===== src/rtl/line_fb_pkg.sv =====
// Shared types and defaults for the line frame-buffer writer.
package line_fb_pkg;

   localparam int unsigned H_ACTIVE_DEF = 1280;
   localparam int unsigned V_ACTIVE_DEF = 720;
   localparam int unsigned X_W          = 11;
   localparam int unsigned Y_W          = 10;
   localparam int unsigned COLOR_W      = 8;

   typedef enum logic [1:0] {
      IDLE,
      CLEAR,
      DRAW
   } fb_state_t;

   typedef struct packed {
      logic [X_W-1:0]     x;
      logic [Y_W-1:0]     y;
      logic [COLOR_W-1:0] color;
   } pixel_t;

   // Linear frame-buffer address y*h+x at full 32-bit width; callers truncate.
   function automatic logic [31:0] lin_addr(input logic [X_W-1:0] x,
                                            input logic [Y_W-1:0] y,
                                            input int unsigned h);
      return 32'(y) * h + 32'(x);
   endfunction

endpackage


===== src/rtl/pixel_fifo.sv =====
// Synchronous pixel FIFO; a push becomes visible to the pop side one cycle later.
module pixel_fifo
   import line_fb_pkg::*;
#(
   parameter int unsigned DEPTH = 16
) (
   input  logic   clk,
   input  logic   rst,
   input  logic   push,
   input  pixel_t din,
   input  logic   pop,
   input  logic   flush,
   output pixel_t dout,
   output logic   full,
   output logic   empty
);

   localparam int unsigned AW = (DEPTH > 1) ? $clog2(DEPTH) : 1;

   pixel_t         mem [DEPTH];
   logic [AW:0]    wr_ptr;
   logic [AW:0]    rd_ptr;
   logic [AW:0]    wr_vis;

   always_ff @(posedge clk) begin
      if (push && !flush) mem[wr_ptr[AW-1:0]] <= din;
   end

   // wr_vis lags wr_ptr by one cycle so the reader sees a push one cycle late.
   always_ff @(posedge clk or posedge rst) begin
      if (rst) begin
         wr_ptr <= '0;
         rd_ptr <= '0;
         wr_vis <= '0;
      end else if (flush) begin
         rd_ptr <= wr_ptr;
         wr_vis <= wr_ptr;
      end else begin
         if (push)           wr_ptr <= wr_ptr + (AW+1)'(1);
         if (pop && !empty)  rd_ptr <= rd_ptr + (AW+1)'(1);
         wr_vis <= wr_ptr;
      end
   end

   assign full  = (wr_ptr - rd_ptr) == (AW+1)'(DEPTH);
   assign empty = (rd_ptr == wr_vis);
   assign dout  = mem[rd_ptr[AW-1:0]];

endmodule


===== src/rtl/line_fb_writer.sv =====
// Pixel-stream sink: clears the frame buffer on frame start, then writes buffered pixels.
// Optional LINE_FB_DEDUP_EN suppresses repeated writes to the last written address.
module line_fb_writer
   import line_fb_pkg::*;
#(
   parameter int unsigned H_ACTIVE   = H_ACTIVE_DEF,
   parameter int unsigned V_ACTIVE   = V_ACTIVE_DEF,
   parameter int unsigned FIFO_DEPTH = 16,
   parameter int unsigned PIXEL_W    = COLOR_W,
   parameter int unsigned ADDR_W     = 20
) (
   input  logic               clk_in,
   input  logic               rst_in,
   input  logic [10:0]        x_in,
   input  logic [9:0]         y_in,
   input  logic [PIXEL_W-1:0] color_in,
   input  logic               pixel_valid_in,
   output logic               pixel_ready_out,
   input  logic               frame_start_in,
   output logic               clear_busy_out,
   output logic [ADDR_W-1:0]  fb_addr_out,
   output logic [PIXEL_W-1:0] fb_data_out,
   output logic               fb_we_out,
   output logic [15:0]        drop_count_out
);

   localparam logic [ADDR_W-1:0] LAST_ADDR = ADDR_W'(H_ACTIVE * V_ACTIVE - 1);

   fb_state_t          state;
   fb_state_t          state_nx;
   logic               we_nx;
   logic [ADDR_W-1:0]  addr_nx;
   logic [PIXEL_W-1:0] data_nx;

   logic               fifo_full;
   logic               fifo_empty;
   pixel_t             fifo_din;
   pixel_t             fifo_dout;
   logic               accept;
   logic               in_range;
   logic               push;
   logic               pop;
   logic               flush;
   logic               dup;
   logic [ADDR_W-1:0]  pop_addr;

   assign pixel_ready_out = (state == DRAW) && !fifo_full && !frame_start_in;
   assign accept          = pixel_valid_in && pixel_ready_out;
   assign in_range        = (32'(x_in) < H_ACTIVE) && (32'(y_in) < V_ACTIVE);
   assign push            = accept && in_range;
   assign flush           = (state == DRAW) && frame_start_in;
   assign pop             = (state == DRAW) && !fifo_empty && !frame_start_in;
   assign pop_addr        = ADDR_W'(lin_addr(fifo_dout.x, fifo_dout.y, H_ACTIVE));

   assign fifo_din.x      = x_in;
   assign fifo_din.y      = y_in;
   assign fifo_din.color  = COLOR_W'(color_in);

   pixel_fifo #(
      .DEPTH (FIFO_DEPTH)
   ) u_fifo (
      .clk   (clk_in),
      .rst   (rst_in),
      .push  (push),
      .din   (fifo_din),
      .pop   (pop),
      .flush (flush),
      .dout  (fifo_dout),
      .full  (fifo_full),
      .empty (fifo_empty)
   );

`ifdef LINE_FB_DEDUP_EN
   logic              last_v;
   logic [ADDR_W-1:0] last_addr;

   assign dup = last_v && (last_addr == pop_addr);

   // Tracks the address of the most recent draw write; forgotten on every clear.
   always_ff @(posedge clk_in or posedge rst_in) begin
      if (rst_in) begin
         last_v    <= 1'b0;
         last_addr <= '0;
      end else if (state_nx == CLEAR) begin
         last_v    <= 1'b0;
      end else if (pop && !dup) begin
         last_v    <= 1'b1;
         last_addr <= pop_addr;
      end
   end
`else
   assign dup = 1'b0;
`endif

   // Next state and next write-port values; the clear counter lives in fb_addr_out.
   always_comb begin
      state_nx = state;
      we_nx    = 1'b0;
      addr_nx  = fb_addr_out;
      data_nx  = fb_data_out;

      unique case (state)
         IDLE:    if (frame_start_in) state_nx = CLEAR;
         CLEAR:   if (!frame_start_in && (fb_addr_out == LAST_ADDR)) state_nx = DRAW;
         DRAW:    if (frame_start_in) state_nx = CLEAR;
         default: state_nx = IDLE;
      endcase

      if (state_nx == CLEAR) begin
         we_nx   = 1'b1;
         data_nx = '0;
         addr_nx = ((state == CLEAR) && !frame_start_in) ? fb_addr_out + ADDR_W'(1) : '0;
      end else if (pop && !dup) begin
         we_nx   = 1'b1;
         addr_nx = pop_addr;
         data_nx = PIXEL_W'(fifo_dout.color);
      end
   end

   always_ff @(posedge clk_in or posedge rst_in) begin
      if (rst_in) begin
         state          <= IDLE;
         clear_busy_out <= 1'b0;
         fb_we_out      <= 1'b0;
         fb_addr_out    <= '0;
         fb_data_out    <= '0;
         drop_count_out <= '0;
      end else begin
         state          <= state_nx;
         clear_busy_out <= (state_nx == CLEAR);
         fb_we_out      <= we_nx;
         fb_addr_out    <= addr_nx;
         fb_data_out    <= data_nx;
         if (accept && !in_range && (drop_count_out != 16'hFFFF))
            drop_count_out <= drop_count_out + 16'd1;
      end
   end

endmodule

===== config.mk =====
export PLATFORM = sky130hd
export DESIGN_NAME = line_fb_writer
export DESIGN_NICKNAME = d
export VERILOG_FILES = /design/src/rtl/line_fb_pkg.sv /design/src/rtl/pixel_fifo.sv /design/src/rtl/line_fb_writer.sv
export SDC_FILE = /design/constraint.sdc
export NUM_CORES = 1
export LEC_CHECK = 0
export BUFFER_PORTS_ARGS = -buffer_cell sky130_fd_sc_hd__clkbuf_2
export CAP_MARGIN = 20
export CORE_UTILIZATION = 35
export CTS_CLUSTER_DIAMETER = 80
export DETAILED_ROUTE_END_ITERATION = 8
export SETUP_SLACK_MARGIN = 0.2
export SLEW_MARGIN = 20
export SYNTH_ARGS = -nofsm -noshare
export SYNTH_HDL_FRONTEND = slang
export SYNTH_HIERARCHICAL = 1
export SYNTH_SLANG_ARGS = --single-unit

===== constraint.sdc =====
create_clock -name clk_in -period 15.1 [get_ports clk_in]
set_clock_uncertainty 0.15 [all_clocks]
set_input_delay 0.755 -clock clk_in [delete_from_list [all_inputs] [get_ports clk_in]]
set_output_delay 0.755 -clock clk_in [all_outputs]
set_load 0.005 [all_outputs]

==> flow_metrics.tcl, run 1 <==
set metrics [dict create \
    synth-compound-area-share_pct 4.278 \
    drt-total-wl_um 51130 \
    clk_latency_ps 600 \
    worst-path-buf-inv 1 \
    p_sw_share_pct 23.22 \
    cts-htree-levels 2 \
    synth-edff-count 464 \
    worst-setup-path-type "reg -> reg" \
    antenna_left 0 \
    cpMaxStageDelayCell "dfrtp_4" \
    post-dp-hpwl_um 29300 \
    synth_most_common_cell "edfxtp_1" \
    pwr-share-seq_pct 48.3 \
    relSlewSlack_pct 33.42 \
    synth_top_family_by_area "multiplexers" \
    grt_util_met1_pct 22.26 \
    synth_top_area_share_pct 63.43 \
    place_area_mm2 0.02338 \
    root_buffer "clkbuf_16" \
    ys_warn_count 6 \
    crit_chain "buf_4 -> mux4_2 -> nand2_1 -> and3_1 -> a31oi_1 -> ha_1 -> ha_1 -> fa_1 -> a211oi_1 -> nor2_1 -> o311ai_0 -> nand4_1 -> or4_1 -> nand3_1" \
    num_antenna_cells 0 \
    numCtsBuffers 54 \
    synthSimpleGateAreaFrac_pct 7.491 \
    hold_class "in -> async" \
    die_height_um 252.5 \
    syn_area_per_cell_um2 17.04 \
    routed_via_density 5.272 \
    syn-num-nets 1354 \
    p_sw_mw 0.7751 \
    ys_ff_latch 527 \
    clkTransAtPathRegs_ps 60 \
    grtUsageMet2_pct 26.41 \
    synthesis.instances 1289 \
    drive_above_1_share_pct 23.87 \
    setup_viol 0 \
    yosys-top-cells-area "edfxtp_1 63%, mux4_2 12%, dfrtp_1 7.2%, nand2_1 3.0%, ha_1 1.7%" \
    grt_pass1_wl_um 77560 \
    syn_area_mm2 0.02196 \
    rows 91 \
    ir_drop_uv 80.55 \
    routedWlPerCell_um 22.52 \
    min_period_ps 6040 \
    ys.flop_type "edfxtp_1" \
    top_usage_layer "met2" \
    die_area_mm2 0.06376 \
    fin_util_pct 40.78 \
    grt_antenna_before_repair 2 \
    grt_setup_unrepaired "false" \
    groute.usage.overall_pct 16.35 \
    max_freq_mhz 165.6 \
    worstSetupEndpointType "flop" \
    gp_congestion 0.7926 \
    die_x_um 252.5 \
    areaGrowthSynthToFinish_pct 14.78 \
    fin_cells 2270 \
    grt_start_max_net_pins 49 \
    maxSlewViolCount 0 \
    cts_hold_buf 0 \
    p_clk_share_pct 40.9 \
    r2r-end "fb_addr_out[19]" \
    cp_common_cell "ha_1" \
    cts_tree "done" \
    synth-seq-area-share_pct 70.61 \
    synthMuxAreaShare_pct 12.08 \
    placed_cells 2171 \
    drcViolationCount 0 \
    crit_arrival_ps 6410 \
    path_max_fanout 48 \
    critPathMaxStageDelay_ps 1080 \
    max_cap_viol_count 0 \
    start_kind "flop" \
    async_flop_share_pct 11.95 \
    cts_buffer_depth 3 \
    final_nets 1455 \
    synth_cell_type_count 69 \
    finalSetupTns_ps 0 \
    grt_pass1_vias 12270 \
    required_ps 15470 \
    synthTopCellsByCount "464 x edfxtp_1, 177 x nand2_1, 116 x mux4_2, 63 x dfrtp_1, 43 x nor2_1" \
    io_pins 80 \
    powerDensity_mw_per_mm2 132.4 \
    final_cell_area_mm2 0.02521 \
    reg2reg_depth 14 \
    hold_violations 0 \
    synth_top_cell_by_area "edfxtp_1" \
    r2r_setup_slack_ps 9060 \
    pwr-share-comb_pct 10.8 \
    first_iter_violations 935 \
    synth-adder-area-share_pct 1.891 \
    io_buffers 79 \
    tightestPinTransition_ps 998.7 \
    via_count 11970 \
    grt_overflow 0 \
    clock_sinks 527 \
    r2r-start "u_fifo/rd_ptr[0]" \
    n_fill_cell 5482 \
    start_util_pct 35.53 \
    coreArea_mm2 0.06183 \
    cts_setup_buffers 0 \
    synth_xor_area_share_pct 1.555 \
    cpLargestDelayFamily "compound AO/OA/AOI/OAI gates" \
    status "complete, no violations" \
    cts_resized 0 \
    power.leakage_nw 8.569 \
    dr.pass1.iters 5 \
    post-route-period-util_pct 40.00 \
    met3_usage_pct 3.522 \
    internal_power_mw 2.563 \
]
-- flip-flops by register name, summed over array words and instances (netlist names) --
register,cells
u_fifo/mem,464
fb_addr_out,20
drop_count_out,16
fb_data_out,8
u_fifo/rd_ptr,5
u_fifo/wr_ptr,5
u_fifo/wr_vis,5
state,2
clear_busy_out,1
fb_we_out,1
-- area by class of cell --
cell class	instances	area (um2)	share of cell area, %
multi-input combinational	675	6103	24.21
timing repair buffer	109	620.6	2.462
inverter	23	86.33	0.3424
sequential	527	15520	61.57
clock buffer	72	1490	5.911
clock inverter	27	341.6	1.355
tap	837	1047	4.154
-- worst max-delay path by stage --
stage	cells after the start	endpoint	slack, ps	startpoint
3_5_place_dp	14	fb_addr_out[19]	9040	u_fifo/rd_ptr[0]
4_1_cts	14	fb_addr_out[19]	9030	u_fifo/rd_ptr[0]
6_report	14	fb_addr_out[19]	9060	u_fifo/rd_ptr[0]
2_1_floorplan	15	u_fifo/mem[3][0]	9680	u_fifo/rd_ptr[2]
3_3_place_gp	14	fb_addr_out[19]	9110	u_fifo/rd_ptr[0]
5_1_grt	14	fb_addr_out[19]	8700	u_fifo/rd_ptr[0]
-- kinds of logic after synthesis --
kind of cell             Yosys count
flip-flops                       527
adder cells (fa/ha/maj)           32
XOR/XNOR                          39
multiplexers                     120
AO/OA/AOI/OAI                    133
AND/OR/NAND/NOR                  351
buffers and inverters             87
-- power groups by stage --
stage          sequential (mW)  combinational (mW)  clock (mW)
2_1_floorplan             1.62               0.293           0
3_3_place_gp              1.64               0.361           0
3_5_place_dp              1.64               0.365           0
4_1_cts                   1.61               0.367        1.39
5_1_grt                   1.61               0.400        1.45
6_report                  1.61               0.361        1.37
-- cell usage in the layout (no fill, tap or decap), types with 4 or more instances in the layout --
master	count
ha_1	30
edfxtp_1	464
nand2b_1	10
a31oi_1	34
nor2b_1	11
nor3b_1	4
clkbuf_1	12
nor2_4	12
nand3_1	19
and3_1	32
nor3_1	9
nand4_1	16
o21ai_0	23
clkinv_2	8
clkbuf_8	5
nor3_2	5
xor2_1	15
clkbuf_16	55
o211ai_1	7
bufinv_16	7
a21oi_1	22
nand2_1	177
mux4_2	116
inv_1	22
and2_1	4
buf_4	30
dfrtp_1	60
xnor2_1	24
o311ai_0	5
clkinv_1	5
nor2_1	32
clkbuf_2	79
-- through the flow --
stage	setup slack, ps	hold slack, ps	total power, mW
after global placement	9114	325.7	2.003
after global routing	8696	133.2	3.462
final	9060	77.50	3.338
after detailed placement	9041	337.0	2.007
after floorplan	9676	228.1	1.914
after CTS	9029	85.81	3.373
-- routing by layer --
layer	share of wire [%]	vias to the layer above	wire, um
met5	0.049	-	25
met4	2.1	4	1079
met3	6.2	79	3158
met2	47	374	24230
met1	44	6220	22630
li1	-	5290	-
Note: power is estimated with default switching activity, not from simulation.
==> run 2: changes to the inputs <==
==> constraint.sdc (replaced) <==
create_clock -name clk_in -period 6.3 [get_ports clk_in]
set_clock_uncertainty 0.15 [all_clocks]
set_input_delay 0.315 -clock clk_in [delete_from_list [all_inputs] [get_ports clk_in]]
set_output_delay 0.315 -clock clk_in [all_outputs]
set_load 0.005 [all_outputs]
==> flow_metrics.tcl, run 2 (synthesized netlist as in run 1, its figures left out) <==
set metrics [dict create \
    status "complete, no violations" \
    setup_viol 0 \
    grt_antenna_before_repair 2 \
    antenna_left 0 \
    ir_drop_uv 192.5 \
    die_height_um 252.5 \
    cts-htree-levels 2 \
    post-route-period-util_pct 87.40 \
    r2r_setup_slack_ps 790 \
    path_max_fanout 32 \
    grt_pass1_vias 11840 \
    root_buffer "clkbuf_16" \
    areaGrowthSynthToFinish_pct 14.79 \
    io_pins 80 \
    cpMaxStageDelayCell "nor2_4" \
    via_count 11940 \
    die_x_um 252.5 \
    grt_pass1_wl_um 76210 \
    drive_above_1_share_pct 23.42 \
    dr.pass1.iters 5 \
    grt_overflow 0 \
    cts_buffer_depth 3 \
    io_buffers 79 \
    clk_latency_ps 590 \
    gp_congestion 0.8061 \
    routedWlPerCell_um 22.13 \
    largest_reg_flops 464 \
    critPathMaxStageDelay_ps 730 \
    worst-setup-path-type "reg -> reg" \
    grt_start_max_net_pins 50 \
    pwr-share-seq_pct 50.2 \
    required_ps 6430 \
    dpl_worst_slack_ps 874.9 \
    worst-path-buf-inv 2 \
    pwr-share-comb_pct 11.6 \
    num_antenna_cells 0 \
    grt_setup_unrepaired "false" \
    rows 91 \
    hold_class "in -> reg" \
    p_clk_share_pct 38.2 \
    cts_tree "done" \
    internal_power_mw 5.853 \
    numCtsBuffers 52 \
    max_cap_viol_count 0 \
    routed_via_density 5.246 \
    powerDensity_mw_per_mm2 304.6 \
    drt-total-wl_um 50380 \
    clkTransAtPathRegs_ps 60 \
    maxSlewViolCount 0 \
    first_iter_violations 1034 \
    cpLargestDelayFamily "simple AND/OR/NAND/NOR gates" \
    p_sw_share_pct 23.80 \
    most-common-layout-cells "464 x edfxtp_1, 177 x nand2_1, 116 x mux4_2" \
    whs_ps 28.63 \
    post-dp-hpwl_um 31390 \
    fin_cells 2276 \
    tightestPinTransition_ps 1095 \
    placed_cells 2175 \
    start_util_pct 35.53 \
    max_freq_mhz 181.6 \
    setup_ws_ps 794.0 \
    mostFrequentLayoutCell "edfxtp_1" \
    finalSetupTns_ps 0 \
    die_area_mm2 0.06376 \
    crit_arrival_ps 5630 \
    hold_violations 0 \
    final_nets 1463 \
    worstSetupEndpointType "flop" \
    crit_chain "inv_1 -> ha_1 -> nor2b_1 -> o21ai_0 -> a21o_1 -> a31oi_1 -> nor4b_1 -> nand2_1 -> nor2_1 -> nor2b_1 -> nand2_1 -> nor2_4 -> buf_4" \
    clock_sinks 527 \
    start_kind "flop" \
    relSlewSlack_pct 26.79 \
    p_sw_mw 1.828 \
    coreArea_mm2 0.06183 \
    drcViolationCount 0 \
    min_period_ps 5506 \
    power.leakage_nw 8.541 \
    groute.usage.overall_pct 16.05 \
]
-- run 2: area by class of cell --
type	instances	area [um2]
fillers	5530	36610
flip-flops and latches	527	15520
multi-input cells	675	6103
clock buffers	73	1410
well taps	837	1047
repair buffers	119	848.3
clock inverters	22	196.4
inverters	23	86.33
-- run 2: power groups by stage --
| stage | Combinational, mW | Sequential [mW] | Clock [mW] |
|---|---|---|---|
| 6_report | 0.888 | 3.86 | 2.94 |
| 5_1_grt | 0.985 | 3.86 | 3.14 |
| 4_1_cts | 0.901 | 3.86 | 3.00 |
| 3_5_place_dp | 0.894 | 3.93 | 0 |
| 3_3_place_gp | 0.887 | 3.93 | 0 |
| 2_1_floorplan | 0.701 | 3.89 | 0 |
-- run 2: repair_timing --
item	4_1_cts	5_1_grt
endpoints found under the hold margin	73	0
setup buffers	0	0
gates resized for setup	0	0
endpoints found under the setup margin	0	0
hold buffers	4	0
-- run 2: final timing paths --
kind	from	endpoint	depth (start not counted)
setup reg to reg	u_fifo/rd_ptr[1]	u_fifo/mem[11][18]	13
setup / recovery	u_fifo/rd_ptr[1]	u_fifo/mem[11][18]	13
min in group asynchronous	rst_in	u_fifo/wr_vis[4]	3
hold / removal	color_in[0]	u_fifo/mem[4][0]	1
hold reg to reg	u_fifo/wr_ptr[4]	u_fifo/wr_vis[4]	0
max in group asynchronous	rst_in	fb_addr_out[11]	4
-- run 2: through the flow --
| stage | total power, mW | utilization (%) | cell area [um2] |
|---|---|---|---|
| 2_1_floorplan | 4.588 | - | 21960 |
| 3_3_place_gp | 4.817 | 37.81 | 23380 |
| 3_5_place_dp | 4.824 | 38.03 | 23510 |
| 4_1_cts | 7.761 | 40.69 | 25160 |
| 5_1_grt | 7.979 | 40.78 | 25210 |
| 6_report | 7.681 | 40.78 | 25210 |
-- run 2: layer usage --
metal  part of all wire [%]  vias up  GRT usage (%)
met2                     46      357          24.50
met5                  0.044        -              0
met1                     46     6217          23.41
met3                    6.5       59          3.296
met4                    1.7        4          3.983
li1                       -     5302              -
-- run 2: worst register-to-register path, cell delays in order, from the launching register on --
cell and delay [ps]:
dfrtp_4 710, inv_1 140, ha_1 310, nor2b_1 130, o21ai_0 310, a21o_1 180
a31oi_1 160, nor4b_1 630, nand2_1 250, nor2_1 210, nor2b_1 510, nand2_1 410
nor2_4 730, buf_4 360
